===== src/rtl/xilinx_sdp_distram.sv =====
// Simple-dual-port distributed RAM, banked in 64-deep slices, with a post-reset clear sequencer.
// Latency: write commits at WCLK edge; read is 1 cycle (OUT_REG=1) or combinational (OUT_REG=0).
// Backpressure: none; BUSY marks clear ownership of the write port and dropped user writes set ERR.
`timescale 1ns/1ps
module xilinx_sdp_distram #(
    parameter int ADDR_WIDTH     = 8,
    parameter int DATA_WIDTH     = 8,
    parameter int OUT_REG        = 1,
    parameter int CLEAR_ON_RESET = 1
) (
    input  logic                  WCLK,
    input  logic                  RST,
    input  logic                  WE,
    input  logic [ADDR_WIDTH-1:0] WA,
    input  logic [DATA_WIDTH-1:0] D,
    input  logic                  RE,
    input  logic [ADDR_WIDTH-1:0] RA,
    output logic [DATA_WIDTH-1:0] RO,
    output logic                  BUSY,
    output logic                  ERR
);

    localparam int DEPTH   = 1 << ADDR_WIDTH;
    localparam int BANK_AW = (ADDR_WIDTH < 6) ? ADDR_WIDTH : 6;
    localparam int NBANK   = DEPTH >> BANK_AW;
    localparam int BSEL_W  = (NBANK > 1) ? (ADDR_WIDTH - BANK_AW) : 1;

    typedef enum logic {
        ST_IDLE  = 1'b0,
        ST_CLEAR = 1'b1
    } state_t;

    localparam state_t RESET_STATE = (CLEAR_ON_RESET != 0) ? ST_CLEAR : ST_IDLE;

    state_t                state_q, state_d;
    logic [ADDR_WIDTH-1:0] clr_cnt_q, clr_cnt_d;
    logic                  err_q, err_d;
    logic                  busy;
    logic                  we_int;
    logic [ADDR_WIDTH-1:0] wa_int;
    logic [DATA_WIDTH-1:0] wd_int;
    logic [DATA_WIDTH-1:0] bank_rd [NBANK];
    logic [DATA_WIDTH-1:0] rd_word;

    // State register
    always_ff @(posedge WCLK) begin
        if (RST) begin
            state_q   <= RESET_STATE;
            clr_cnt_q <= '0;
            err_q     <= 1'b0;
        end else begin
            state_q   <= state_d;
            clr_cnt_q <= clr_cnt_d;
            err_q     <= err_d;
        end
    end

    // Next-state: the counter walks every address once, leaving CLEAR after DEPTH-1
    always_comb begin
        state_d   = state_q;
        clr_cnt_d = clr_cnt_q;
        if (state_q == ST_CLEAR) begin
            clr_cnt_d = clr_cnt_q + 1'b1;
            if (&clr_cnt_q) begin
                state_d = ST_IDLE;
            end
        end
    end

    // Output decode: the clear write overrides the user write port
    always_comb begin
        busy   = (state_q == ST_CLEAR);
        we_int = !RST && (busy || WE);
        wa_int = busy ? clr_cnt_q : WA;
        wd_int = busy ? '0 : D;
        err_d  = err_q || (WE && busy);
    end

    assign BUSY = busy;
    assign ERR  = err_q;

    for (genvar b = 0; b < NBANK; b++) begin : g_bank
        logic [DATA_WIDTH-1:0] ram_q [2**BANK_AW];
        logic                  bank_we;

        if (NBANK > 1) begin : g_sel
            assign bank_we = we_int && (wa_int[ADDR_WIDTH-1:BANK_AW] == BSEL_W'(b));
        end else begin : g_one
            assign bank_we = we_int;
        end

        always_ff @(posedge WCLK) begin
            if (bank_we) begin
                ram_q[wa_int[BANK_AW-1:0]] <= wd_int;
            end
        end

        assign bank_rd[b] = ram_q[RA[BANK_AW-1:0]];
    end

    if (NBANK > 1) begin : g_rmux
        assign rd_word = bank_rd[RA[ADDR_WIDTH-1:BANK_AW]];
    end else begin : g_rone
        assign rd_word = bank_rd[0];
    end

    if (OUT_REG != 0) begin : g_oreg
        logic [DATA_WIDTH-1:0] ro_q, ro_d;

        // Sampling the pre-edge array gives read-first behaviour on collisions
        always_comb begin
            ro_d = ro_q;
            if (RE) begin
                ro_d = rd_word;
            end
        end

        always_ff @(posedge WCLK) begin
            if (RST) begin
                ro_q <= '0;
            end else begin
                ro_q <= ro_d;
            end
        end

        assign RO = ro_q;
    end else begin : g_async
        logic unused_re;
        assign unused_re = RE;
        assign RO        = rd_word;
    end

endmodule


===== config.mk =====
export PLATFORM = sky130hd
export DESIGN_NAME = xilinx_sdp_distram
export DESIGN_NICKNAME = d
export VERILOG_FILES = /design/src/rtl/xilinx_sdp_distram.sv
export SDC_FILE = /design/constraint.sdc
export NUM_CORES = 2
export LEC_CHECK = 0
export CAP_MARGIN = 20
export CELL_PAD_IN_SITES_DETAIL_PLACEMENT = 1
export CELL_PAD_IN_SITES_GLOBAL_PLACEMENT = 1
export CORE_UTILIZATION = 25
export DETAILED_ROUTE_END_ITERATION = 16
export PLACE_DENSITY_LB_ADDON = 0.1
export SLEW_MARGIN = 5
export SYNTH_ARGS = -nofsm -noshare
export SYNTH_HDL_FRONTEND = slang
export SYNTH_SLANG_ARGS = --single-unit

===== constraint.sdc =====
create_clock -name WCLK -period 9.6 [get_ports WCLK]
set_input_delay 1.92 -clock WCLK [delete_from_list [all_inputs] [get_ports WCLK]]
set_output_delay 1.92 -clock WCLK [all_outputs]
set_load 0.01 [all_outputs]

; Yosys cells after proc, flatten, opt, wreduce, memory -nomap -nowiden
; Memory sizes are Yosys's and may differ from the RTL's.
; Index checks and enable logic that the tools add are counted.
[totals]
regBits = 18
latchBits = 0
mem_bits_rw = 2048
rom_bits = 0
inputBits = 28
output_inout_bits = 10
elab_cells = 40
memories = 4
[memory_table]
columns = name, depth, width, rd, rd_ports_with_merged_regs, wr, line
row1 = g_bank[0].ram_q, 64, 8, 1, 0, 1, 83  ; logic [DATA_WIDTH-1:0] ram_q [2**BANK_AW];
row2 = g_bank[1].ram_q, 64, 8, 1, 0, 1, 83
row3 = g_bank[2].ram_q, 64, 8, 1, 0, 1, 83
row4 = g_bank[3].ram_q, 64, 8, 1, 0, 1, 83
[classes]
addsub = 1
n_mul = 0
div_mod_pow = 0
magnitude_cmp = 1
n_eq_ne = 3
shift = 0
mux = 15
bitwise = 1
reduce_logical = 11
[ops]
columns = cell, n
row1 = $mux 8, 4
row2 = $bmux 8 s2, 1
row3 = $mux 1, 10
row4 = $add 8x1->8 const B, 1
row5 = $reduce_and 8->1, 1
row6 = $logic_and 1x1->1, 6
row7 = $eq 2x2->1 const B, 2
row8 = $ge 3x3->1 const B, 1
row9 = $not 2->3, 1
row10 = $eq 2x1->1 const B, 1
row11 = $logic_not 2->1, 1
row12 = $logic_or 1x1->1, 2
row13 = $logic_not 1->1, 1

; Logic depth before layout (Yosys ltp)
[logic_depth]
depth_word = 5
ltp_mapped = 12
depth_no_buf = 7

; Least setup slack after synthesis
; No wires, ideal clock.
[synth_path]
path_type = input port to flip-flop
startpoint = input port D[0]
endpoint = memory g_bank[0].ram_q[0][0] (data pin)
setup_ns = 1.446
arrival_time_ns = 8.065
t_required_ns = 8.154
path_slack_ns = 0.089
stages = 1
n_path_buf = 0
path_cell_list = nor2b_1
[synth_via]
elab_chain_cells = 1
[synth_lines]
columns = item, line
row1 = start: declaration, 15  ; input logic [DATA_WIDTH-1:0] D,
row2 = $mux 8, 75  ; wd_int = busy ? '0 : D;
row3 = end: declaration, 83
; Every way passes these cells.

; Worst setup path in the final report
[layout_path]
startpoint = input port RA[0]
endpoint = register g_oreg.ro_q[1], in the netlist RO[1]
[layout_via]
elab_chain_cells = 4
word_cells_on_any_way = 7
cone_classes = mux (3) / memory (4)
[layout_lines]
columns = item, line
row1 = start: declaration, 17  ; input logic [ADDR_WIDTH-1:0] RA,
row2 = $mem_v2 64x8, --
row3 = $bmux 8 s2 (*), 102  ; assign rd_word = bank_rd[RA[ADDR_WIDTH-1:BANK_AW]];
row4 = $mux 8 (implied by the code) (*) (2 in series), 102
row5 = end signal: assignment, 122  ; ro_q <= ro_d;
row6 = end: declaration, 108  ; logic [DATA_WIDTH-1:0] ro_q, ro_d;
; Every way passes the cells marked *; elsewhere a longest branch is shown, timed or not. The select of a mux whose other input is x is not followed.
; A chain may end at the register's enable or synchronous reset.

==> impl_metrics.tcl <==
set metrics [dict create \
    hold_violations 0 \
    clock.fmax_mhz 181 \
    outcome "complete, but fails checks" \
    syn_area_mm2 0.0807 \
    fin_crit_ps 5530 \
    die_h_um 570 \
    leakagePower_nw 29.5 \
    synth_xor_area_frac 0.000543 \
    r2r_setup_slack_ps 5530 \
    timing.setup.tns_ps 0 \
    grt_max_degree 182 \
    num_vias 41100 \
    dr_wl_met2_um 135000 \
    drv_cap 0 \
    failed_checks "DRC" \
    multi_input_area_mm2 0.0176 \
    regToRegStartpoint "BUSY" \
    fin_nets 4256 \
    setup_viol 0 \
    gr-total-overflow 0 \
    r2r-end "g_bank[2].ram_q[16][7]" \
    cts_sinks 2066 \
    hold_depth 2 \
    cp_max_fo 53 \
    clkTransAtPathRegs_ps 60 \
    synth_top_family_by_area "multiplexers" \
    dr.max_layer_used "met4" \
    synth_compound_area_frac 0.0378 \
    async_flop_share 0 \
    rows 208 \
    ir_drop_mv 0.145 \
    cts-root-buf "clkbuf_16" \
    period_share 0.576 \
    slew_headroom 0.185 \
    cts_tree "built" \
    drcViolationCount 2 \
    reg2reg_depth 5 \
    dp_hpwl_um 187000 \
    syn_nets 4033 \
    hp-start "ERR" \
    routedLengthMet1_um 139000 \
    critPathKind "in2reg" \
    worstMarginPinSlew_ps 1220 \
    drive_gt1_frac 0.213 \
    grt.total_usage 0.176 \
    syn_avg_cell_area_um2 20.1 \
    arrival_ps 6370 \
    synth_top_area_frac 0.763 \
    grt_antenna_before_repair 20 \
    finalWirelength_um 290000 \
    postCtsSetupBuffers 0 \
    grt_pass1_vias 43300 \
    die_width_um 570 \
    wire_per_inst_um 33.2 \
    postRouteAntennaNets 0 \
    clk_latency_ps 930 \
    synth.area.mux_share 0.145 \
    power_density_mw_per_mm2 206 \
    start_util 0.251 \
    hold_path.class "reg2reg" \
    worstPathRequired_ps 10450 \
    ys_types 59 \
    io_pins 38 \
    fin_worst_skew_ps 69.9 \
    grt_pass1_wl_um 393000 \
    ys_top_cells_by_area "edfxtp_1 76%, mux4_2 11%, mux2i_1 3.7%, nor2_1 1.4%, nand2_1 0.71%" \
    core_mm2 0.321 \
    io_buffers 37 \
    cts_inserted_buffers 235 \
    cp-start-kind "input pin" \
    area_growth_pct 16.7 \
    synth-edff-count 2048 \
    syn_inst 4004 \
    finalPower_mw 19.4 \
    clockBufferDepth 4 \
    maxSlewViolCount 0 \
    synth_seq_cells 2066 \
    crit_path_end_kind "flip-flop" \
    yosys.area_share.simple 0.0305 \
    drt_iter0_markers 3436 \
    dieArea_mm2 0.325 \
    cts-resized-gates 0 \
    yosys_warnings 0 \
    viasPerCell 4.71 \
    dominantRegCellSynth "edfxtp_1" \
    register_area_mm2 0.0619 \
    rsz0062_at_grt "no" \
    cts_max_level 4 \
    yosys.area.top_type "edfxtp_1" \
    first_pass_iters 11 \
    met3_length_um 9540 \
    ys_seq_area_frac 0.767 \
    fill_cells 32400 \
    holdPathEnd "ERR" \
    place_congestion 0.779 \
    cts_hold_buffers 0 \
    synth_adder_area_share 0.000155 \
]
sequential cells by signal, indices dropped and copies added, names as in the netlist:
name and cells:
BUSY 1, ERR 1, RO 8, clr_cnt_q 8, g_bank.ram_q 2048
worst max-delay path by stage:
stage	from	to	slack, ps	depth (start not counted)
6_report	RA[0]	RO[1]	4070	9
5_1_grt	RA[0]	RO[1]	3990	9
4_1_cts	RA[0]	RO[1]	4050	9
3_5_place_dp	RA[0]	RO[1]	3070	9
3_3_place_gp	RA[0]	RO[1]	3050	9
2_1_floorplan	D[0]	g_bank[0].ram_q[0][0]	90	1
synthesized netlist by cell type, drive strengths merged (2+ instances only):
library cell and number:
nor3 47, mux2 4, nand3b 4, a211oi 40
and3 5, dfxtp 18, o221ai 68, or3b 4
nor4 8, a311oi 5, a2111oi 18, nor2b 16
or4 2, a32oi 5, a22oi 64, edfxtp 2048
a221o 2, a211o 5, o21a 2, mux2i 296
mux4 387, o32ai 2, buf 139, o2111ai 4
clkbuf 89, o311ai 2, xor2 4, a22o 12
a31oi 13, nand2b 8, nand4 9, o22ai 89
nor2 296, nand2 153, a21oi 55, nand3 16
o21ai 36, o211ai 3, inv 6, and2 7
or3 5
cell type report:
class | instances | share of cell area
antenna | 7 | 0.000186
clock buffer | 295 | 0.0651
clock inverter | 136 | 0.0127
inverter | 6 | 0.000292
multi-input combinational | 1704 | 0.187
sequential | 2066 | 0.657
tap | 4305 | 0.0572
timing repair buffer | 214 | 0.0207
placed cells by master, fill, tap and decap left out, types with 10 or more instances in the layout:
cell	Yosys	final
clkinv_1	0	59
nor3_1	47	37
clkbuf_1	88	59
clkdlybuf4s50_1	0	33
o221ai_1	65	65
mux2i_1	296	296
a21oi_1	55	55
nand2_1	153	151
a2111oi_0	18	10
nor2_1	296	285
clkinv_2	0	40
a22oi_1	64	64
edfxtp_1	2048	2048
clkbuf_16	0	236
bufinv_16	0	15
nand3_1	16	15
nor3_2	0	10
mux4_2	386	386
buf_12	8	16
nor2b_4	0	10
o21ai_0	32	32
buf_6	35	14
a31oi_1	13	13
buf_4	24	147
a211oi_1	40	39
o22ai_1	89	89
a22o_1	12	12
dfxtp_1	18	17
metrics by stage:
step                std cells  cell area [um^2]  hold slack, ps   util  setup slack [ps]
detailed placement       8283             86700             479  0.270              3070
floorplan                4004             80700             484      -              88.7
global placement         8262             86500             463  0.270              3050
global route             8728             94100             569  0.293              3990
finish                   8733             94100             482  0.293              4070
CTS                      8714             94000             490  0.293              4050
cell families after synthesis:
| logic type | count (synthesis) |
|---|---|
| multiplexers | 687 |
| adder cells (fa/ha/maj) | 1 |
| flip-flops | 2066 |
| AND/OR/NAND/NOR | 582 |
| buffers and inverters | 234 |
| XOR/XNOR | 5 |
| AO/OA/AOI/OAI | 429 |
critical path: stages:
cell	delay (ps)
buf_8	500
buf_4	720
nand3_1	900
o21ai_0	440
a211oi_1	140
nand2_1	330
a31oi_1	340
nor4_1	770
a211o_1	180
where the power goes:
part	internal (mW)	switching, mW
sequential	9.77	0.0164
combinational	0.286	0.560
clock	4.92	3.82
total	15.0	4.39
layer usage:
layer	up-vias	global-route usage
met5	-	0
met4	0	0.0365
met3	274	0.0192
met2	854	0.282
met1	22900	0.257
li1	17100	-
Note: power is estimated with default switching activity, not from simulation.
